<file path="src/rtl/sync_fifo_mem.sv">
// DEPTH x WIDTH storage with one synchronous write port and one registered read port.
// Only the read-data register is reset; the array keeps its contents across reset.
module sync_fifo_mem #(
  parameter int unsigned DEPTH    = 16,
  parameter int unsigned WIDTH    = 8,
  parameter int unsigned PTR_ADDR = $clog2(DEPTH)
) (
  input  logic                clk_i,
  input  logic                clr_n_i,
  input  logic                wr_en_i,
  input  logic [PTR_ADDR-1:0] wr_addr_i,
  input  logic [WIDTH-1:0]    wdata_i,
  input  logic                rd_en_i,
  input  logic [PTR_ADDR-1:0] rd_addr_i,
  output logic [WIDTH-1:0]    rdata_o
);

  logic [WIDTH-1:0] r_mem [DEPTH];
  logic [WIDTH-1:0] r_rdata;

  always_ff @(posedge clk_i) begin
    if (wr_en_i) begin
      r_mem[wr_addr_i] <= wdata_i;
    end
  end

  // Holds the last word read when no read is accepted.
  always_ff @(posedge clk_i or negedge clr_n_i) begin
    if (!clr_n_i) begin
      r_rdata <= '0;
    end else if (rd_en_i) begin
      r_rdata <= r_mem[rd_addr_i];
    end
  end

  assign rdata_o = r_rdata;

endmodule

</file>
<file path="src/rtl/sync_fifo.sv">
// Single-clock FIFO: binary pointers with wrap-toggle flags, registered overflow/underflow pulses.
// Storage and the registered read port live in sync_fifo_mem.
module sync_fifo #(
  parameter int unsigned DEPTH    = 16,
  parameter int unsigned WIDTH    = 8,
  parameter int unsigned PTR_ADDR = $clog2(DEPTH)
) (
  input  logic             clk_i,
  input  logic             clr_n_i,
  input  logic             wr_en_i,
  input  logic [WIDTH-1:0] wdata_i,
  input  logic             rd_en_i,
  output logic [WIDTH-1:0] rdata_o,
  output logic             full_o,
  output logic             empty_o,
  output logic             wr_error_o,
  output logic             rd_error_o
);

  localparam logic [PTR_ADDR-1:0] LastAddr = PTR_ADDR'(DEPTH - 1);

  logic [PTR_ADDR-1:0] r_wr_ptr, r_rd_ptr;
  logic                r_wr_toggle, r_rd_toggle;
  logic                r_wr_error, r_rd_error;
  logic                w_same_ptr, w_full, w_empty;
  logic                w_wr_accept, w_rd_accept;

  assign w_same_ptr  = (r_wr_ptr == r_rd_ptr);
  assign w_empty     = w_same_ptr && (r_wr_toggle == r_rd_toggle);
  assign w_full      = w_same_ptr && (r_wr_toggle != r_rd_toggle);
  // Both requests are judged against the pre-edge flags.
  assign w_wr_accept = wr_en_i && !w_full;
  assign w_rd_accept = rd_en_i && !w_empty;

  always_ff @(posedge clk_i or negedge clr_n_i) begin
    if (!clr_n_i) begin
      r_wr_ptr    <= '0;
      r_wr_toggle <= 1'b0;
    end else if (w_wr_accept) begin
      if (r_wr_ptr == LastAddr) begin
        r_wr_ptr    <= '0;
        r_wr_toggle <= ~r_wr_toggle;
      end else begin
        r_wr_ptr <= r_wr_ptr + PTR_ADDR'(1);
      end
    end
  end

  always_ff @(posedge clk_i or negedge clr_n_i) begin
    if (!clr_n_i) begin
      r_rd_ptr    <= '0;
      r_rd_toggle <= 1'b0;
    end else if (w_rd_accept) begin
      if (r_rd_ptr == LastAddr) begin
        r_rd_ptr    <= '0;
        r_rd_toggle <= ~r_rd_toggle;
      end else begin
        r_rd_ptr <= r_rd_ptr + PTR_ADDR'(1);
      end
    end
  end

  always_ff @(posedge clk_i or negedge clr_n_i) begin
    if (!clr_n_i) begin
      r_wr_error <= 1'b0;
      r_rd_error <= 1'b0;
    end else begin
      r_wr_error <= wr_en_i & w_full;
      r_rd_error <= rd_en_i & w_empty;
    end
  end

  sync_fifo_mem #(
    .DEPTH    (DEPTH),
    .WIDTH    (WIDTH),
    .PTR_ADDR (PTR_ADDR)
  ) u_mem (
    .clk_i     (clk_i),
    .clr_n_i   (clr_n_i),
    .wr_en_i   (w_wr_accept),
    .wr_addr_i (r_wr_ptr),
    .wdata_i   (wdata_i),
    .rd_en_i   (w_rd_accept),
    .rd_addr_i (r_rd_ptr),
    .rdata_o   (rdata_o)
  );

  assign full_o     = w_full;
  assign empty_o    = w_empty;
  assign wr_error_o = r_wr_error;
  assign rd_error_o = r_rd_error;

endmodule

</file>
<file path="config.mk">
export PLATFORM = sky130hd
export DESIGN_NAME = sync_fifo
export DESIGN_NICKNAME = d
export VERILOG_FILES = /design/src/rtl/sync_fifo_mem.sv /design/src/rtl/sync_fifo.sv
export SDC_FILE = /design/constraint.sdc
export NUM_CORES = 1
export LEC_CHECK = 0
export CAP_MARGIN = 10
export CORE_MARGIN = 2
export CORE_UTILIZATION = 40
export CTS_CLUSTER_DIAMETER = 50
export DETAILED_ROUTE_END_ITERATION = 8
export HOLD_SLACK_MARGIN = 0.15
export PLACE_DENSITY = 0.61
export SYNTH_ARGS = -nofsm -noshare
export SYNTH_HDL_FRONTEND = slang
export SYNTH_SLANG_ARGS = --single-unit
</file>
<file path="constraint.sdc">
create_clock -name clk_i -period 5.3 [get_ports clk_i]
set_clock_uncertainty 0.2 [all_clocks]
set_input_delay 0.53 -clock clk_i [delete_from_list [all_inputs] [get_ports clk_i]]
set_output_delay 0.53 -clock clk_i [all_outputs]
set_load 0.005 [all_outputs]
</file>
## Yosys cells after proc, flatten, opt, wreduce, memory -nomap -nowiden

Memories as Yosys holds them, arrays and structs flattened. A register that Yosys moved wholly into a read port is not among the register bits.
Cells that the tools add are included.

- Memory bits (read-only): 0
- Bits in registers: 12
- RAM bits: 128
- Latch bits: 0
- Memories kept: 1
- Input bits: 12

- Shift operators: 0
- Order comparisons: 0
- Div/mod/pow operators: 0
- Multiplexer cells: 4
- Equal/unequal tests: 5
- Multiply operators: 0
- Add/sub/neg operators: 2
- Reductions and logical operators: 9
- Bitwise operators: 4

Memories:

| name | depth | width | rd ports | clocked after memory_dff | wr ports | line | text |
|---|---|---|---|---|---|---|---|
| u_mem.r_mem | 16 | 8 | 1 | 1 | 1 | sync_fifo_mem.sv:18 | `logic [WIDTH-1:0] r_mem [DEPTH];` |

Operator list:

| kind | number |
|---|---|
| $add A4 B1 Y4 const B | 2 |
| $eq A4 B4 Y1 const B | 2 |
| $mux W4 | 2 |
| $eq A4 B4 Y1 | 1 |
| $logic_and A1 B1 Y1 | 4 |
| $reduce_and A2 Y1 | 2 |
| $logic_not A1 Y1 | 3 |
| $and A1 B1 Y1 | 2 |
| $mux W1 | 2 |
| $not A1 Y1 | 2 |
| $eq A1 B1 Y1 | 1 |
| $ne A1 B1 Y1 | 1 |

## Depth between registers and ports, before layout

- Word-level depth: 6
- Gate-level depth with buffers: 6
- Mapped depth without buffers: 4

## Modules after synthesis

From an unflattened synthesis, not the netlist that was laid out.

- Cell total of the unflattened synthesis: 301
- Area total of the unflattened synthesis: 6,040.8 µm²

Modules (own cells, without submodules):

| module | area each (µm²) | instances | cells each |
|---|---|---|---|
| sync_fifo_mem | 5,331.4 | 1 | 240 |
| sync_fifo | 709.4 | 1 | 61 |

## Worst setup path before layout

OpenSTA, ideal clock, no wires.

- Path type: flip-flop to flip-flop
- From: reg r_rd_ptr[0]
- To: mem u_mem.r_mem[9][0], enable pin
- Data arrival time: 1.665 ns
- Setup slack: 3.104 ns
- Path buffers: 2
- Stages on the path, launching flop included: 7
- Setup time: 0.331 ns
- Clock period less this slack: 2.196 ns
- Cells stage by stage: dfrtp_1 > buf_6 > xnor2_1 > and4_1 > a21oi_2 > clkbuf_2 > and4_1

- Cells in the longest elaborated chain, start to end: 6

RTL lines:

| element | line | text |
|---|---|---|
| start, declared | sync_fifo.sv:22 | `logic [PTR_ADDR-1:0] r_wr_ptr, r_rd_ptr;` |
| start signal, assigned | sync_fifo.sv:58 | `r_rd_ptr <= r_rd_ptr + PTR_ADDR'(1);` |
| $eq A4 B4 Y1 | sync_fifo.sv:28 | `assign w_same_ptr = (r_wr_ptr == r_rd_ptr);` |
| $logic_and A1 B1 Y1 | sync_fifo.sv:30 | `assign w_full = w_same_ptr && (r_wr_toggle != r_rd_toggle);` |
| $logic_not A1 Y1 | sync_fifo.sv:32 | `assign w_wr_accept = wr_en_i && !w_full;` |
| $logic_and A1 B1 Y1 | sync_fifo.sv:32 |  |
| $mux W1 | sync_fifo_mem.sv:22 | `if (wr_en_i) begin` |
| $mux W1 (not written as such) | sync_fifo_mem.sv:23 | `r_mem[wr_addr_i] <= wdata_i;` |
| end, declared | sync_fifo_mem.sv:18 |  |

No other way between the ends.

## Worst setup path after layout

- From: reg r_rd_ptr[1]
- To: out empty_o

- Cells in the longest elaborated chain, start to end: 2

RTL lines:

| element | line | text |
|---|---|---|
| $eq A4 B4 Y1 | sync_fifo.sv:28 |  |
| $logic_and A1 B1 Y1 | sync_fifo.sv:29 | `assign w_empty = w_same_ptr && (r_wr_toggle == r_rd_toggle);` |
| end, declared | sync_fifo.sv:15 | `output logic empty_o,` |

No other way between the ends.

==> results by group <==
STA
  – Fmax: 0.323 GHz
  – Max_slew headroom: 37.3%
  – TNS Setup: 0 ns
  – Final slew viol count: 0
  – RSZ-0062 raised after global routing: no
  – Post-layout min period: 3.09 ns
  – Final setup violation count: 0
  – Worst-Margin Slew: 0.937 ns
  – Total count of hold-check failures in the final report: 0
  – Fin crit share: approximately three fifths

Critical path
  – Slowest-stage cell, CP: clkdlybuf4s50_1
  – Reg-to-reg endpoint: u_mem.r_mem[7][1]
  – Worst path arrival time: 2.36 ns
  – Worst path cell trace: buf_4, xnor2_1, nand4_2, nor2_1, clkdlybuf4s50_1
  – WS Path Type: reg -> out
  – Worst path required time: 4.57 ns
  – Critical path's largest stage delay: 0.52 ns
  – Crit path launch type: flip-flop
  – FF-to-FF setup slack: approximately 2.4 ns
  – Reg2Reg Depth: 5
  – Endpoint class of the critical path: output port
  – Worst r2r src: r_rd_ptr[1]
  – CP max FO: 37

Synth
  – Mapped Area: approximately 0.006 mm2
  – Post-synthesis register bit count: 148
  – Sequential fraction of the synthesis area: 72.6%
  – Post-synth EDFFs: 128
  – Top FF cell, synth: edfxtp_1
  – Post-synthesis compound-gate area fraction: roughly 3.7%
  – Synth Warn #: 0
  – Largest family of logic cells by synthesized area: multiplexers
  – Synth cell types: 39
  – Synth Area in Adders: 1.05%
  – Synth Net Count: roughly 310
  – Share of flip-flops with an asynchronous set or reset: ~14%
  – Post-Synth Simple-Gate Area: 3.97%
  – Mean Syn Cell Area: 20.2 um2
  – Post-synthesis xor/xnor area fraction: 1.46%
  – Post-synthesis mux area share: 15.1%
  – Syn Inst Count: 296

Clocking
  – Cts repair resizes: 0
  – Inserted Clock Buffers: 17
  – CTS tree: built
  – Post-CTS setup buffers: 0
  – Clk buf depth: 2
  – Clock Latency Late Sink: 0.42 ns
  – H-Tree Depth: 4
  – CTS clock-pin slew for the worst setup and hold paths: 0.06 ns
  – Clock sinks: 148
  – Hold_buf cts: 0
  – CTS root buf: clkbuf_16

Layout
  – Synth-to-layout area growth: 17.0%
  – Inserted Diodes: 0
  – Most frequent cells in the layout: edfxtp_1 (128), mux4_2 (26), clkdlybuf4s50_1 (23)
  – Layout cell share with drive strength beyond 1: about a fifth
  – Non-Filler Instances: 523
  – Fillers: 1,162
  – Post-layout nets: 343
  – Post-route cell area: ~0.0070 mm2
  – Most common cell after layout, fill and taps aside: edfxtp_1
  – Post-route core utilization: 48.0%

Routing
  – DR vias: between 2,000 and 3,000
  – First DRT Iteration DRCs: 295
  – DR vias/cell: between 5 and 6
  – Final wirelength: 12,000 um
  – Routed Antenna Nets: 0
  – DRC Markers: 0
  – Pre-Repair DR Iteration Count: 4
  – Routed length per placed instance: 23.0 um

Worst hold path
  – WHS Endpoint: u_mem.rdata_o[3]
  – Hold_sp: u_mem.rdata_o[3]
  – Hold Path Depth: 1
  – Min-delay worst type: reg -> reg

Pwr
  – LEAKAGE: 2.39 nW
  – Power Density: 566 mW/mm2
  – Max VDD drop: 0.000282 V

GRT
  – Grt ovf: 0
  – Overall Global Routing Usage: 16.0%
  – Initial antenna violation count: 0
  – First-pass GRT wire length: roughly 18,000 um
  – Vias in the first global route: 2,971
  – Largest net degree at the start of global routing: 38

Place
  – Routability cong.: between 0.7 and 0.8
  – HPWL Detailed: 7680 um
  – Placement Cell Area: 0.00636 mm2
  – I/O Buffers: 23
  – Dpl cells: 490

Floorplan
  – Die X: 126 um
  – I/O Pins: 24
  – DIE HEIGHT: 126 um
  – Initial Util: just over 40%
  – Core area: 0.0146 mm2
  – Rows: 44
  – Die footprint: between 0.015 and 0.02 mm2

Outcome
  – Outcome: completed

Run
  – Total of max-cap violations: 0
-- per-layer routing --
metal / up-vias / GRT usage [%] / routed length (um)
met3: 18 / 4.51 / 593
met2: 79 / 23.2 / 5600
li1: 1294 / - / -
met5: - / 0 / 0
met1: 1501 / 22.8 / 5590
met4: 0 / 6.98 / 217
-- power by group --
group | internal (mW) | switching [mW]
logic | 0.541 | 0.554
clock network | 0.831 | 0.458
registers | 1.44 | 0.136
total | 2.81 | 1.15
-- registers in the layout, summed over array words and instances (netlist names) --
name           count
u_mem.r_mem      128
u_mem.rdata_o      8
r_rd_ptr           4
r_wr_ptr           4
r_rd_toggle        1
r_wr_toggle        1
rd_error_o         1
wr_error_o         1
-- per-stage QoR --
stage          worst slack, ns  total power [mW]  hold slack (ns)
2_1_floorplan             3.10              2.38           0.0344
3_3_place_gp              2.34              2.69            0.309
3_5_place_dp              2.30              2.70            0.310
4_1_cts                   2.17              3.99            0.323
5_1_grt                   2.04              4.14            0.333
6_report                  2.21              3.96            0.318
-- area by class of cell --
cell class,instances,area [um2],area share [%]
repair buffers,26,253,3.61
inverters,6,22.5,0.322
clock inverters,14,209,2.98
flip-flops and latches,148,4350,62.1
multi-input cells,127,1510,21.6
clock buffers,18,429,6.13
well taps,184,230,3.29
-- worst max path at each step --
stage / start / to / depth (start not counted)
2_1_floorplan: r_rd_ptr[0] / u_mem.r_mem[9][0] / 6
3_3_place_gp: r_rd_ptr[1] / u_mem.rdata_o[7] / 5
5_1_grt: r_rd_ptr[1] / full_o / 5
6_report: r_rd_ptr[1] / empty_o / 5
3_5_place_dp: r_rd_ptr[1] / u_mem.rdata_o[7] / 5
4_1_cts: r_rd_ptr[1] / empty_o / 5
-- Yosys cell counts (2+ instances only) --
library cell | n | area share, %
o211ai_1 | 3 | 0.38
nand3_1 | 2 | 0.17
mux2_1 | 2 | 0.38
and4_1 | 12 | 1.8
nor2_1 | 5 | 0.31
nor2b_1 | 2 | 0.21
mux2_4 | 7 | 1.8
nand2_1 | 8 | 0.50
buf_2 | 2 | 0.17
inv_1 | 6 | 0.38
clkbuf_1 | 6 | 0.38
ha_1 | 5 | 1.0
dfrtp_1 | 20 | 8.4
edfxtp_1 | 128 | 64
buf_6 | 2 | 0.38
a22oi_1 | 16 | 2.0
xnor2_1 | 9 | 1.3
and3_1 | 6 | 0.63
mux4_2 | 26 | 9.8
mux4_1 | 6 | 2.6
a21oi_1 | 2 | 0.17
mux2_2 | 3 | 0.56
o2111ai_1 | 2 | 0.29
-- critical path: cells and delay by family, from the launching register on --
kind / cells / cell delay, ns
flops: 1 / 0.32
simple gates: 2 / 0.42
buf+inv: 2 / 0.97
xor+xnor: 1 / 0.22
-- cells by family after synthesis --
group / Yosys count
DFF: 148
muxes: 44
and+or+nand+nor: 38
AOI/OAI and AO/OA: 30
buffers and inverters: 21
xor gates and xnor gates: 10
adders and majority gates: 5
No activity file was read; power rests on OpenSTA's default activity.
